==> src/rtl/VX_gpu_pkg.sv <==
// Shared GPU types: tensor commit beat layout and the beat-counter width helper.
`ifndef NUM_WARPS
`define NUM_WARPS 4
`endif
`ifndef NUM_THREADS
`define NUM_THREADS 4
`endif

package VX_gpu_pkg;

    localparam int NW_WIDTH   = (`NUM_WARPS > 1) ? $clog2(`NUM_WARPS) : 1;
    localparam int UUID_WIDTH = 44;
    localparam int XLEN       = 32;
    localparam int NR_BITS    = 6;
    localparam int PID_WIDTH  = 1;

    // Payload forwarded to the register file; also produced by the tensor core.
    typedef struct packed {
        logic [UUID_WIDTH-1:0]                 uuid;
        logic [NW_WIDTH-1:0]                   wid;
        logic [`NUM_THREADS-1:0]               tmask;
        logic [XLEN-1:0]                       PC;
        logic [NR_BITS-1:0]                    rd;
        logic [`NUM_THREADS-1:0][XLEN-1:0]     data;
        logic                                  sop;
        logic                                  eop;
    } tensor_beat_t;

    typedef struct packed {
        logic [UUID_WIDTH-1:0]                 uuid;
        logic [NW_WIDTH-1:0]                   wid;
        logic [`NUM_THREADS-1:0]               tmask;
        logic [XLEN-1:0]                       PC;
        logic                                  wb;
        logic [NR_BITS-1:0]                    rd;
        logic [`NUM_THREADS-1:0][XLEN-1:0]     data;
        logic                                  tensor;
        logic [PID_WIDTH-1:0]                  pid;
        logic                                  sop;
        logic                                  eop;
    } commit_data_t;

    // Counter must hold 0..max_beats inclusive.
    function automatic int tensor_cnt_width(input int max_beats);
        return $clog2(max_beats + 1);
    endfunction

endpackage

==> src/rtl/VX_commit_if.sv <==
// Commit stream from an execution unit towards the commit stage.
interface VX_commit_if;
    logic                     valid;
    VX_gpu_pkg::commit_data_t data;
    logic                     ready;

    modport master (output valid, output data, input ready);
    modport slave  (input valid, input data, output ready);
endinterface

==> src/rtl/VX_writeback_if.sv <==
// Register-file writeback port; the consumer's ready travels separately.
interface VX_writeback_if;
    logic                     valid;
    VX_gpu_pkg::tensor_beat_t data;

    modport master (output valid, output data);
    modport slave  (input valid, input data);
endinterface

==> src/rtl/VX_pipe_register.sv <==
// Enabled pipeline register with synchronous clear.
module VX_pipe_register #(
    parameter int DATAW = 1
) (
    input  logic             clk,
    input  logic             reset,
    input  logic             enable,
    input  logic [DATAW-1:0] data_in,
    output logic [DATAW-1:0] data_out
);
    logic [DATAW-1:0] data_r;

    // Capture on enable, hold otherwise.
    always_ff @(posedge clk) begin
        if (reset) begin
            data_r <= {DATAW{1'b0}};
        end else if (enable) begin
            data_r <= data_in;
        end
    end

    assign data_out = data_r;
endmodule

==> src/rtl/VX_tensor_warp_tracker.sv <==
// Per-warp progress of one multi-beat tensor instruction: open flag, beat count, uuid.
module VX_tensor_warp_tracker
    import VX_gpu_pkg::*;
#(
    parameter int MAX_BEATS = 4,
    parameter int CNTW      = tensor_cnt_width(MAX_BEATS)
) (
    input  logic                  clk,
    input  logic                  reset,
    input  logic                  beat_fire,
    input  logic [UUID_WIDTH-1:0] beat_uuid,
    input  logic                  beat_eop,
    output logic                  open,
    output logic                  done,
    output logic [CNTW-1:0]       beats,
    output logic [UUID_WIDTH-1:0] inst_uuid,
    output logic                  err
);
    localparam logic [CNTW-1:0] MAX_CNT = CNTW'(MAX_BEATS);

    logic                  open_r;
    logic [CNTW-1:0]       cnt_r;
    logic [UUID_WIDTH-1:0] uuid_r;
    logic [CNTW-1:0]       cnt_next_s;
    logic                  mismatch_s;
    logic                  overflow_s;

    // Updated count and protocol checks for a beat landing on this warp.
    always_comb begin
        cnt_next_s = CNTW'(1);
        mismatch_s = 1'b0;
        overflow_s = 1'b0;
        if (open_r) begin
            mismatch_s = (beat_uuid != uuid_r);
            overflow_s = (cnt_r == MAX_CNT) && !beat_eop;
            cnt_next_s = (cnt_r == MAX_CNT) ? MAX_CNT : cnt_r + CNTW'(1);
        end else begin
            cnt_next_s = CNTW'(1);
        end
    end

    // Instruction state; the first beat of an instruction captures its uuid.
    always_ff @(posedge clk) begin
        if (reset) begin
            open_r <= 1'b0;
            cnt_r  <= {CNTW{1'b0}};
            uuid_r <= {UUID_WIDTH{1'b0}};
        end else if (beat_fire) begin
            open_r <= !beat_eop;
            cnt_r  <= beat_eop ? {CNTW{1'b0}} : cnt_next_s;
            if (!open_r) begin
                uuid_r <= beat_uuid;
            end
        end
    end

    assign open      = open_r;
    assign done      = beat_fire && beat_eop;
    assign beats     = cnt_next_s;
    assign inst_uuid = open_r ? uuid_r : beat_uuid;
    assign err       = beat_fire && (mismatch_s || overflow_s);
endmodule

==> src/rtl/vx_tensor_commit_collector.sv <==
// Receives tensor commit beats, forwards writebacks through a one-entry stage,
// tracks per-warp instruction progress and pulses retire on each end of packet.
module vx_tensor_commit_collector
    import VX_gpu_pkg::*;
#(
    parameter int NUM_WARPS = `NUM_WARPS,
    parameter int NUM_LANES = `NUM_THREADS,
    parameter int MAX_BEATS = 4,
    parameter int CNTW      = tensor_cnt_width(MAX_BEATS)
) (
    input  logic                  clk,
    input  logic                  reset,
    VX_commit_if.slave            commit_if,
    VX_writeback_if.master        writeback_if,
    input  logic                  writeback_ready,
    output logic                  retire_valid,
    output logic [NW_WIDTH-1:0]   retire_wid,
    output logic [UUID_WIDTH-1:0] retire_uuid,
    output logic [CNTW-1:0]       retire_beats,
    output logic [NUM_WARPS-1:0]  warp_busy,
    output logic                  proto_error
);
    localparam int STAGE_W = 1 + $bits(tensor_beat_t);

    logic                  ready_s;
    logic                  fire_s;
    logic                  fill_s;
    logic                  stage_en_s;
    logic [NUM_LANES-1:0]  lane_mask_s;
    tensor_beat_t          beat_s;
    logic [STAGE_W-1:0]    stage_q_s;
    logic                  wb_valid_r;
    tensor_beat_t          wb_beat_r;

    logic [NUM_WARPS-1:0]  trk_fire_s;
    logic [NUM_WARPS-1:0]  trk_done_s;
    logic [NUM_WARPS-1:0]  trk_err_s;
    logic [NUM_WARPS-1:0]  trk_open_s;
    logic [CNTW-1:0]       trk_beats_s [NUM_WARPS];
    logic [UUID_WIDTH-1:0] trk_uuid_s  [NUM_WARPS];

    logic                  done_any_s;
    logic                  err_any_s;
    logic [CNTW-1:0]       sel_beats_s;
    logic [UUID_WIDTH-1:0] sel_uuid_s;

    logic                  retire_valid_r;
    logic [NW_WIDTH-1:0]   retire_wid_r;
    logic [UUID_WIDTH-1:0] retire_uuid_r;
    logic [CNTW-1:0]       retire_beats_r;
    logic                  proto_error_r;
    logic                  unused_s;

    // Stall only while a held writeback is not being drained this cycle.
    assign ready_s         = !(wb_valid_r && !writeback_ready);
    assign commit_if.ready = ready_s;
    assign fire_s          = commit_if.valid && ready_s;
    assign fill_s          = fire_s && commit_if.data.wb;
    assign stage_en_s      = fill_s || writeback_ready;
    assign lane_mask_s     = commit_if.data.tmask;
    assign unused_s        = &{1'b0, commit_if.data.tensor, commit_if.data.pid};

    // Repack the incoming beat into the writeback payload.
    always_comb begin
        beat_s       = '0;
        beat_s.uuid  = commit_if.data.uuid;
        beat_s.wid   = commit_if.data.wid;
        beat_s.tmask = lane_mask_s;
        beat_s.PC    = commit_if.data.PC;
        beat_s.rd    = commit_if.data.rd;
        beat_s.data  = commit_if.data.data;
        beat_s.sop   = commit_if.data.sop;
        beat_s.eop   = commit_if.data.eop;
    end

    // A drain without a fill loads valid=0, which empties the stage.
    VX_pipe_register #(
        .DATAW (STAGE_W)
    ) wb_stage (
        .clk      (clk),
        .reset    (reset),
        .enable   (stage_en_s),
        .data_in  ({fill_s, beat_s}),
        .data_out (stage_q_s)
    );

    assign {wb_valid_r, wb_beat_r} = stage_q_s;
    assign writeback_if.valid      = wb_valid_r;
    assign writeback_if.data       = wb_beat_r;

    for (genvar w = 0; w < NUM_WARPS; ++w) begin : g_warp
        assign trk_fire_s[w] = fire_s && (commit_if.data.wid == NW_WIDTH'(w));

        VX_tensor_warp_tracker #(
            .MAX_BEATS (MAX_BEATS),
            .CNTW      (CNTW)
        ) tracker (
            .clk       (clk),
            .reset     (reset),
            .beat_fire (trk_fire_s[w]),
            .beat_uuid (commit_if.data.uuid),
            .beat_eop  (commit_if.data.eop),
            .open      (trk_open_s[w]),
            .done      (trk_done_s[w]),
            .beats     (trk_beats_s[w]),
            .inst_uuid (trk_uuid_s[w]),
            .err       (trk_err_s[w])
        );
    end

    // At most one warp fires per cycle, so masked OR selects its results.
    always_comb begin
        done_any_s  = |trk_done_s;
        err_any_s   = |trk_err_s;
        sel_beats_s = {CNTW{1'b0}};
        sel_uuid_s  = {UUID_WIDTH{1'b0}};
        for (int w = 0; w < NUM_WARPS; w++) begin
            sel_beats_s = sel_beats_s | (trk_beats_s[w] & {CNTW{trk_fire_s[w]}});
            sel_uuid_s  = sel_uuid_s | (trk_uuid_s[w] & {UUID_WIDTH{trk_fire_s[w]}});
        end
    end

    // Retire pulse, its descriptor, and the sticky protocol error.
    always_ff @(posedge clk) begin
        if (reset) begin
            retire_valid_r <= 1'b0;
            retire_wid_r   <= {NW_WIDTH{1'b0}};
            retire_uuid_r  <= {UUID_WIDTH{1'b0}};
            retire_beats_r <= {CNTW{1'b0}};
            proto_error_r  <= 1'b0;
        end else begin
            retire_valid_r <= done_any_s;
            if (done_any_s) begin
                retire_wid_r   <= commit_if.data.wid;
                retire_uuid_r  <= sel_uuid_s;
                retire_beats_r <= sel_beats_s;
            end
            proto_error_r  <= proto_error_r | err_any_s;
        end
    end

    assign retire_valid = retire_valid_r;
    assign retire_wid   = retire_wid_r;
    assign retire_uuid  = retire_uuid_r;
    assign retire_beats = retire_beats_r;
    assign warp_busy    = trk_open_s;
    assign proto_error  = proto_error_r;
endmodule

==> src/flat_wrapper.sv <==
// flat-port wrapper written by rule: the top's interface ports become plain ports
module vx_tensor_commit_collector_flat import VX_gpu_pkg::*;
#(
    parameter int NUM_WARPS = `NUM_WARPS,
    parameter int NUM_LANES = `NUM_THREADS,
    parameter int MAX_BEATS = 4,
    parameter int CNTW      = tensor_cnt_width(MAX_BEATS)
)
  (clk, reset, writeback_ready, retire_valid, retire_wid, retire_uuid, retire_beats, warp_busy, proto_error, commit_if_valid, commit_if_data, commit_if_ready, writeback_if_valid, writeback_if_data);
  VX_commit_if commit_if_i ();
  VX_writeback_if writeback_if_i ();
  input  logic clk;
  input  logic reset;
  input  logic writeback_ready;
  output logic retire_valid;
  output logic [NW_WIDTH-1:0] retire_wid;
  output logic [UUID_WIDTH-1:0] retire_uuid;
  output logic [CNTW-1:0] retire_beats;
  output logic [NUM_WARPS-1:0] warp_busy;
  output logic proto_error;
  input wire logic [$bits(commit_if_i.valid)-1:0] commit_if_valid;
  input wire logic [$bits(commit_if_i.data)-1:0] commit_if_data;
  output wire logic [$bits(commit_if_i.ready)-1:0] commit_if_ready;
  output wire logic [$bits(writeback_if_i.valid)-1:0] writeback_if_valid;
  output wire logic [$bits(writeback_if_i.data)-1:0] writeback_if_data;
  assign commit_if_i.valid = commit_if_valid;
  assign commit_if_i.data = commit_if_data;
  assign commit_if_ready = commit_if_i.ready;
  assign writeback_if_valid = writeback_if_i.valid;
  assign writeback_if_data = writeback_if_i.data;
  vx_tensor_commit_collector #(.NUM_WARPS(NUM_WARPS), .NUM_LANES(NUM_LANES), .MAX_BEATS(MAX_BEATS), .CNTW(CNTW)) u_core (.clk(clk), .reset(reset), .commit_if(commit_if_i), .writeback_if(writeback_if_i), .writeback_ready(writeback_ready), .retire_valid(retire_valid), .retire_wid(retire_wid), .retire_uuid(retire_uuid), .retire_beats(retire_beats), .warp_busy(warp_busy), .proto_error(proto_error));
endmodule
==> config.mk <==
export PLATFORM = sky130hd
export DESIGN_NAME = vx_tensor_commit_collector_flat
export DESIGN_NICKNAME = d
export VERILOG_FILES = /design/src/rtl/VX_gpu_pkg.sv /design/src/rtl/VX_commit_if.sv /design/src/rtl/VX_writeback_if.sv /design/src/rtl/VX_pipe_register.sv /design/src/rtl/VX_tensor_warp_tracker.sv /design/src/rtl/vx_tensor_commit_collector.sv /design/src/flat_wrapper.sv
export SDC_FILE = /design/constraint.sdc
export NUM_CORES = 1
export LEC_CHECK = 0
export CORE_ASPECT_RATIO = 0.6
export CORE_MARGIN = 1
export CORE_UTILIZATION = 50
export DETAILED_ROUTE_END_ITERATION = 10
export DONT_BUFFER_PORTS = 1
export PLACE_DENSITY_LB_ADDON = 0.08
export SLEW_MARGIN = 30
export SYNTH_ARGS = -nofsm -noshare
export SYNTH_HDL_FRONTEND = slang
export SYNTH_HIERARCHICAL = 1
export SYNTH_SLANG_ARGS = --single-unit
export TNS_END_PERCENT = 5
==> constraint.sdc <==
create_clock -name clk -period 4 [get_ports clk]
set_input_delay 0.6 -clock clk [delete_from_list [all_inputs] [get_ports clk]]
set_output_delay 0.6 -clock clk [all_outputs]
set_load 0.02 [all_outputs]
==> metrics.txt, run 1 <==
mapped cell area=22710 um2; vias in the first global route=roughly 16000; Area Overhead vs Synth=6.375%; CTS root buffer=clkbuf_16; internal power=roughly 8.5 mW; setup bufs post-CTS=0; clock buffer depth=3; final net count=2544; CP max FO=43; sequential share of power=46.8%; H-tree levels=2; Max-Slew Margin vs Limit=about a third; max layer used=met5; Die Wd=277.1 um; RSZ-0062 raised after global routing=false; type of origin of the critical path=flop; class of the tightest hold or removal check=primary input to flop; Setup Skew=18.97 ps; first-pass iteration count of the detailed router=5; Max Cap Viol=0; Clk pin slew, worst setup/hold paths=60 ps; # rows=60; sequential area share after synthesis=40.73%; power share of the clock group=41.3%; CTS buffer count=45; die area=between 40000 and 50000 um2; grt ovf=0; worst-skew pair later-pin latency=~570 ps; placed standard-cell area=22500 um2; Max stage delay cell, worst path=buf_4; core area=44820 um2; die height=167.1 um; switching share of power=26.92%; DR WL met2=29760 um; largest net degree at the start of global routing=463; crit path from=u_core/wb_stage/data_out[218]; Via Count=17330; Synth top area share=approximately 41%; most instantiated cells after synthesis=nor2_1 (643), dfxtp_1 (462), mux2_2 (250); Primary FF master, synth=dfxtp_1; n_diodes=0; Initial DRC Count=1692; layout cell share with drive strength beyond 1=about 18%; Post-Layout Inst Area=roughly 24000 um2; number of antenna violations at the first check in global routing=3; detailed-route DRC error count=0; post_cts resized=0; Total Power=11.57 mW; Worst-Margin Slew=approximately 990 ps; GRT Total Usage=around 29%; Comb power frac=about an eighth; Routed Antenna Nets=0; Worst Path Class, Setup=flop to flop; Fmax achieved=374.3 MHz; top-count cell post-synth=nor2_1; Peak VDD IR=0.0003198 V; critical path's largest stage delay=610 ps; Setup TNS Final=0 ps; DP Wirelength=45990 um; crit-path cells=nand2b_4, nand2_1, nor2_4, buf_4, inv_1, buf_4, nor2_1, a22oi_1, nor2_1; Port Buf Inserts=0; met3 WL=~7100 um; switching pwr=3.114 mW; hold depth=1; register bit total from synthesis=approximately 460; worst r2r dst=u_core/g_warp[2].tracker/cnt_r[2]; Initial Util=50.67%; gate count of the mapped netlist=2414; leak pwr=9.270 nW; Post-synth EDFFs=0; Post-Route WL=70440 um; Worst Path Arrival=roughly 3100 ps; Final Non-Filler Cells=2937; CTS tree=done; Slew Limit Fails=0; Synth Net Count=approximately 2600; Setup violations, final=0; status=complete, no violations; WL/cell=between 20 and 25 um; Distinct cells, synth=35; CTS sink count=approximately 460; Synth area leader=dfxtp_1; crit end category=flop; Ys Warns=6; Tmin final=about 2700 ps; r2r setup slk=1330 ps; first-pass GRT wire length=103800 um; worst endpoint required time=between 4000 and 5000 ps; I/O pin count=500; Hold Path Origin=reset; Cell Pwr Density=478.8 nW/um2; routability cong.=0.9329; Worst Hold Endpoint=u_core/wb_stage/data_out[135]; FF-to-FF Start=u_core/wb_stage/data_out[218]; asr flop ratio synth=0%; Post-CTS Hold Fix Bufs=0; Inst Count DP=2853; Via density=a little under 6; top post-synthesis cells by area=dfxtp_1 (41%), mux2_2 (12%), nor2_1 (11%); Syn Area/Cell=between 9 and 10 um2; Met1 Wirelength=32470 um; final worst-path cycle share=around 67%; R2R depth=9; Hold Vio Cnt, Final=0
==> registers in the layout (all words and copies together), names as in the netlist <==
register                      flops
u_core/g_warp.tracker/uuid_r    176
u_core/wb_stage/data_out        219
u_core/proto_error                1
u_core/g_warp.tracker/open        4
u_core/retire_wid                 2
u_core/g_warp.tracker/cnt_r      12
u_core/retire_uuid               44
u_core/retire_beats               3
u_core/retire_valid               1
==> worst max-delay path: cells and delay by family (launching register included) <==
kind            cells  cell delay (ps)
compound gates      1              230
flops               1              580
simple gates        5              570
buf+inv             3             1120
==> how the worst max path moves through the flow <==
| stage | end | slack (ps) | depth (start not counted) |
|---|---|---|---|
| 5_1_grt | u_core/retire_uuid[12] | 1250 | 6 |
| 2_1_floorplan | u_core/retire_beats[0] | 1140 | 11 |
| 3_5_place_dp | u_core/g_warp[2].tracker/cnt_r[2] | 1330 | 9 |
| 4_1_cts | u_core/retire_uuid[36] | 1400 | 7 |
| 6_report | u_core/g_warp[2].tracker/cnt_r[2] | 1330 | 9 |
| 3_3_place_gp | u_core/g_warp[2].tracker/cnt_r[1] | 1400 | 9 |
==> layer usage <==
layer  global-route usage, %  up-vias
li1                        -     8067
met1                   42.27     8469
met2                   42.37      710
met3                   8.418       84
met4                   6.063        2
met5                       0        -
==> cell usage in the layout, fill, tap and decap left out, drive strengths merged, types with 9 or more instances in the layout <==
cell type  instances
nor2             643
dfxtp            462
mux2             270
mux2i            221
nor3             181
xnor2            176
nand3             98
clkbuf            70
a311oi            47
nand4             36
buf               29
inv               18
nand2             15
nor4              12
a22oi             12
and2               9
==> metrics by stage <==
| stage | util, % | setup slack, ps | hold WS, ps |
|---|---|---|---|
| global route | 53.90 | 1254 | 118.3 |
| CTS | 53.90 | 1401 | 103.9 |
| global placement | 50.21 | 1400 | 489.2 |
| detailed placement | 50.21 | 1333 | 495.9 |
| finish | 53.90 | 1328 | 127.2 |
| floorplan | - | 1138 | 480.1 |
==> cell families (layout without fill, tap and decap cells) <==
group / after synthesis / in the layout / synth area share, %
flops: 462 / 462 / 40.73
buf+inv: 195 / 129 / 5.890
fa+ha+maj: 8 / 8 / 0.4408
mux: 491 / 491 / 23.46
compound gates: 81 / 81 / 3.879
simple gates: 1001 / 1001 / 18.81
xor+xnor: 176 / 176 / 6.788
==> power groups by stage <==
stage          combinational (mW)  clock (mW)  sequential [mW]
5_1_grt                      1.48        5.05             5.44
6_report                     1.38        4.77             5.42
3_5_place_dp                 1.35           0             5.52
2_1_floorplan                1.25           0             5.39
3_3_place_gp                 1.32           0             5.51
4_1_cts                      1.35        4.85             5.42
==> cell type report <==
type	instances	area (um2)
clock inverter	14	280.3
inverter	16	60.06
timing repair buffer	29	280.3
fill	4060	20660
multi-input combinational	1757	12170
tap	589	737.0
sequential	462	9259
clock buffer	70	1373
No activity file was read; power rests on OpenSTA's default activity.
==> inputs of run 2 (changes only) <==
Settings changed: ABC_AREA set to 1.
Clock period 4 ns to 2.2 ns, I/O delays scaled along.
==> run 2 against run 1 <==
  * The run now ends with hold timing left
  * Via count up 44%
  * Cell count up 71%
  * Maximum frequency increased by 24%
  * Total power increased by 85%
  * Critical path depth is 1 lower
  * Combinational power rose by 140%
  * Clock skew about the same
  * Routed wire length grew 17%
  * Global-route usage grew 0.55 points
  * Largest cell class unchanged
==> metrics.txt, run 2 <==
busiest grt layer=met1; DP Wirelength=53120 um (+16%); CTS tree=done; register bit total from synthesis=462 (unchanged); Post-synth EDFFs=0 (unchanged); Fmax achieved=464.5 MHz (+24%); Worst Path Class, Setup=flop to flop; r2r setup slk=50 ps (-1280 ps); final net count=4522 (+78%); GR Util met1=44.41% (+2.1 points); Area Overhead vs Synth=16.92%; worst r2r dst=u_core/retire_valid; Cell Pwr Density=710.8 nW/um2 (+48%); top post-synthesis cells by area=dfxtp_1 (36%), nand2_1 (17%), inv_1 (11%); commonest non-fill, non-tap cells in the layout=nand2_1 (1137), inv_1 (727), nor2_1 (688); die height=177.9 um (+6.5%); Primary FF master, synth=dfxtp_1; WL/cell=16.35 um (-32%); vias in the first global route=21290 (+30%); Max Cap Viol=0 (unchanged); I/O pin count=500 (unchanged); final worst-path cycle share=97.85% (+31 points); Setup Skew=18.84 ps (-0.1329 ps); Tmin final=2153 ps (-519.0 ps); Distinct cells, synth=26 (-26%); area fraction in compound gates after synthesis=13.71% (+9.8 points); type of origin of the critical path=flop; die area=52530 um2 (+13%); Via Count=24880 (+44%); GR Util met2=42.86% (+0.49 points); GRT Total Usage=29.65% (+0.55 points); Slew Limit Fails=0 (unchanged); grt ovf=0 (unchanged); # rows=64 (+6.7%); post-synthesis mux area share=0% (-23 points); layout cell share with drive strength beyond 1=6.776% (-11 points); class of the tightest hold or removal check=primary input to flop; CTS root buffer=clkbuf_16; number of antenna violations at the first check in global routing=3 (unchanged); Syn Area/Cell=6.233 um2 (-34%); placed standard-cell area=25970 um2 (+15%); Ys Warns=6 (unchanged); Synth top area share=35.86% (-4.9 points); Port Buf Inserts=0 (unchanged); Hold Vio Cnt, Final=1 (+1); met3 usage=6.324% (-2.1 points); Initial DRC Count=2401 (+42%); FF-to-FF Start=u_core/wb_stage/data_out[218]; Post-Route WL=82090 um (+17%); xor/xnor share of the synthesized area=1.528% (-5.3 points); asr flop ratio synth=0% (unchanged); Initial Util=50.65% (about the same); post-synthesis simple-gate area fraction=31.31% (+12 points); CTS buffer count=45 (unchanged); Die Wd=295.2 um (+6.5%); RSZ-0062 raised after global routing=true; area occupied by multi-input gates=12180 um2 (+0.11%); critical path's largest stage delay=600 ps (about the same); Final Core Density=59.22% (+5.3 points); Sequential Area=9265 um2 (about the same); Max stage delay cell, worst path=dlygate4sd3_1; Worst-Margin Slew=745.0 ps (-248.9 ps); H-tree levels=2 (unchanged); worst-skew pair later-pin latency=580 ps (about the same); R2R depth=8 (-1); clock buffer depth=3 (unchanged); top-count cell post-synth=nand2_1; Post-Synth Adder-Cell Area=0.3881% (-0.053 points); leak pwr=15.56 nW (+68%); core area=50930 um2 (+14%); Hold WS=-7.065 ps (-134.3 ps); commonest non-fill, non-tap cell in the layout=nand2_1; mapped cell area=25790 um2 (+14%); first-pass iteration count of the detailed router=8 (+3); Synth area leader=dfxtp_1; status=finished with violations; CTS sink count=462 (unchanged); Peak VDD IR=0.0005747 V (+80%); gate count of the mapped netlist=4138 (+71%); hold depth=3 (+2); worst endpoint required time=2700 ps (-1720 ps); Setup violations, final=0 (unchanged); Worst Path Arrival=2650 ps (-450 ps); Final Non-Filler Cells=5020 (+71%); crit end category=flop; CP max FO=4 (-91%); first-pass GRT wire length=122500 um (+18%); Total Power=21.44 mW (+85%); Hold Path Origin=reset; Synth Net Count=4371 (+65%); Inst Count DP=4675 (+64%); sequential area share after synthesis=35.86% (-4.9 points); Worst Hold Endpoint=u_core/g_warp[3].tracker/uuid_r[43]; detailed-route DRC error count=0 (unchanged); failing checks=hold timing; max FFs per register=219 (unchanged); largest net degree at the start of global routing=196 (-58%); Routed Antenna Nets=0 (unchanged); most instantiated cells after synthesis=nand2_1 (1139), inv_1 (731), nor2_1 (692); combinational family with the most area after synthesis=simple AND/OR/NAND/NOR gates; Max-Slew Margin vs Limit=50.33% (+17 points); routability cong.=0.8555 (-8.3%); Post-Layout Inst Area=30160 um2 (+25%); Clk pin slew, worst setup/hold paths=60 ps (about the same); Via density=4.956 (-16%); Fill cells=4977 (+23%); crit-path cells=a21oi_4, clkinvlp_4, nor3_2, nand2_1, inv_1, nor2_1, a21oi_1, dlygate4sd3_1
run 2: changes by cell type in the layout (fill, tap and decap cells not counted), sizes merged, moves of 234 or more:
cell	change
mux2	-270
o21ai	+365
a21oi	+234
inv	+720
nand2	+1124
dlygate4sd3	+257
run 2: cell families (layout without fill, tap and decap cells):
kind of cell / after synthesis / count (layout)
and+or+nand+nor: 2047 / 2047
buffers and inverters: 968 / 1154
DFF: 462 / 462
xor gates and xnor gates: 45 / 45
other: 0 / 3
adders and majority gates: 8 / 8
AOI/OAI and AO/OA: 608 / 608
run 2: final cells by class:
class	count	area share, %
multi-input cells	2708	40.39
flip-flops and latches	462	30.72
repair buffers	335	11.74
inverters	737	9.202
clock buffers	67	4.439
well taps	693	2.875
clock inverters	15	0.6140
diodes	3	0.02489
run 2: through the flow:
stage | worst slack [ps] | TNS [ps]
detailed placement | 219.1 | 0
global placement | 241.1 | 0
finish | 47.19 | 0
floorplan | 19.29 | 0
CTS | 45.71 | 0
global route | -1.820 | -1.820
run 2: worst max path at each step:
| stage | from | end | slack [ps] | depth (start not counted) |
|---|---|---|---|---|
| 2_1_floorplan | commit_if_valid | u_core/retire_beats[0] | 20 | 15 |
| 3_3_place_gp | commit_if_valid | u_core/retire_uuid[43] | 240 | 12 |
| 3_5_place_dp | commit_if_valid | u_core/retire_uuid[43] | 220 | 12 |
| 4_1_cts | u_core/wb_stage/data_out[218] | u_core/g_warp[2].tracker/cnt_r[0] | 50 | 9 |
| 5_1_grt | u_core/wb_stage/data_out[218] | u_core/retire_valid | -2 | 8 |
| 6_report | u_core/wb_stage/data_out[218] | u_core/retire_valid | 50 | 8 |
run 2: repair_timing:
| item | CTS | global route |
|---|---|---|
| endpoints found under the hold margin | 384 | 45 |
| hold buffers | 257 | 2 |
| setup buffers | 0 | 1 |
| setup endpoints to repair | 0 | 26 |
| gates resized for setup | 0 | 8 |
run 2: report_power, final:
group / total [mW] / internal, mW / switching, mW
Sequential: 9.94 / 8.95 / 0.985
Combinational: 3.32 / 1.34 / 1.98
Clock: 8.18 / 4.68 / 3.50
run 2: critical path, delay by kind of cell, from the launching register on:
| kind | cells | cell delay (ps) |
|---|---|---|
| buf+inv | 3 | 880 |
| compound gates | 2 | 400 |
| flops | 1 | 350 |
| simple gates | 3 | 430 |
run 2: routing by layer:
metal | vias to the layer above | routed length [um]
li1 | 12870 | -
met1 | 11060 | 39240
met2 | 857 | 34140
met3 | 96 | 7209
met4 | 2 | 1421
met5 | - | 77
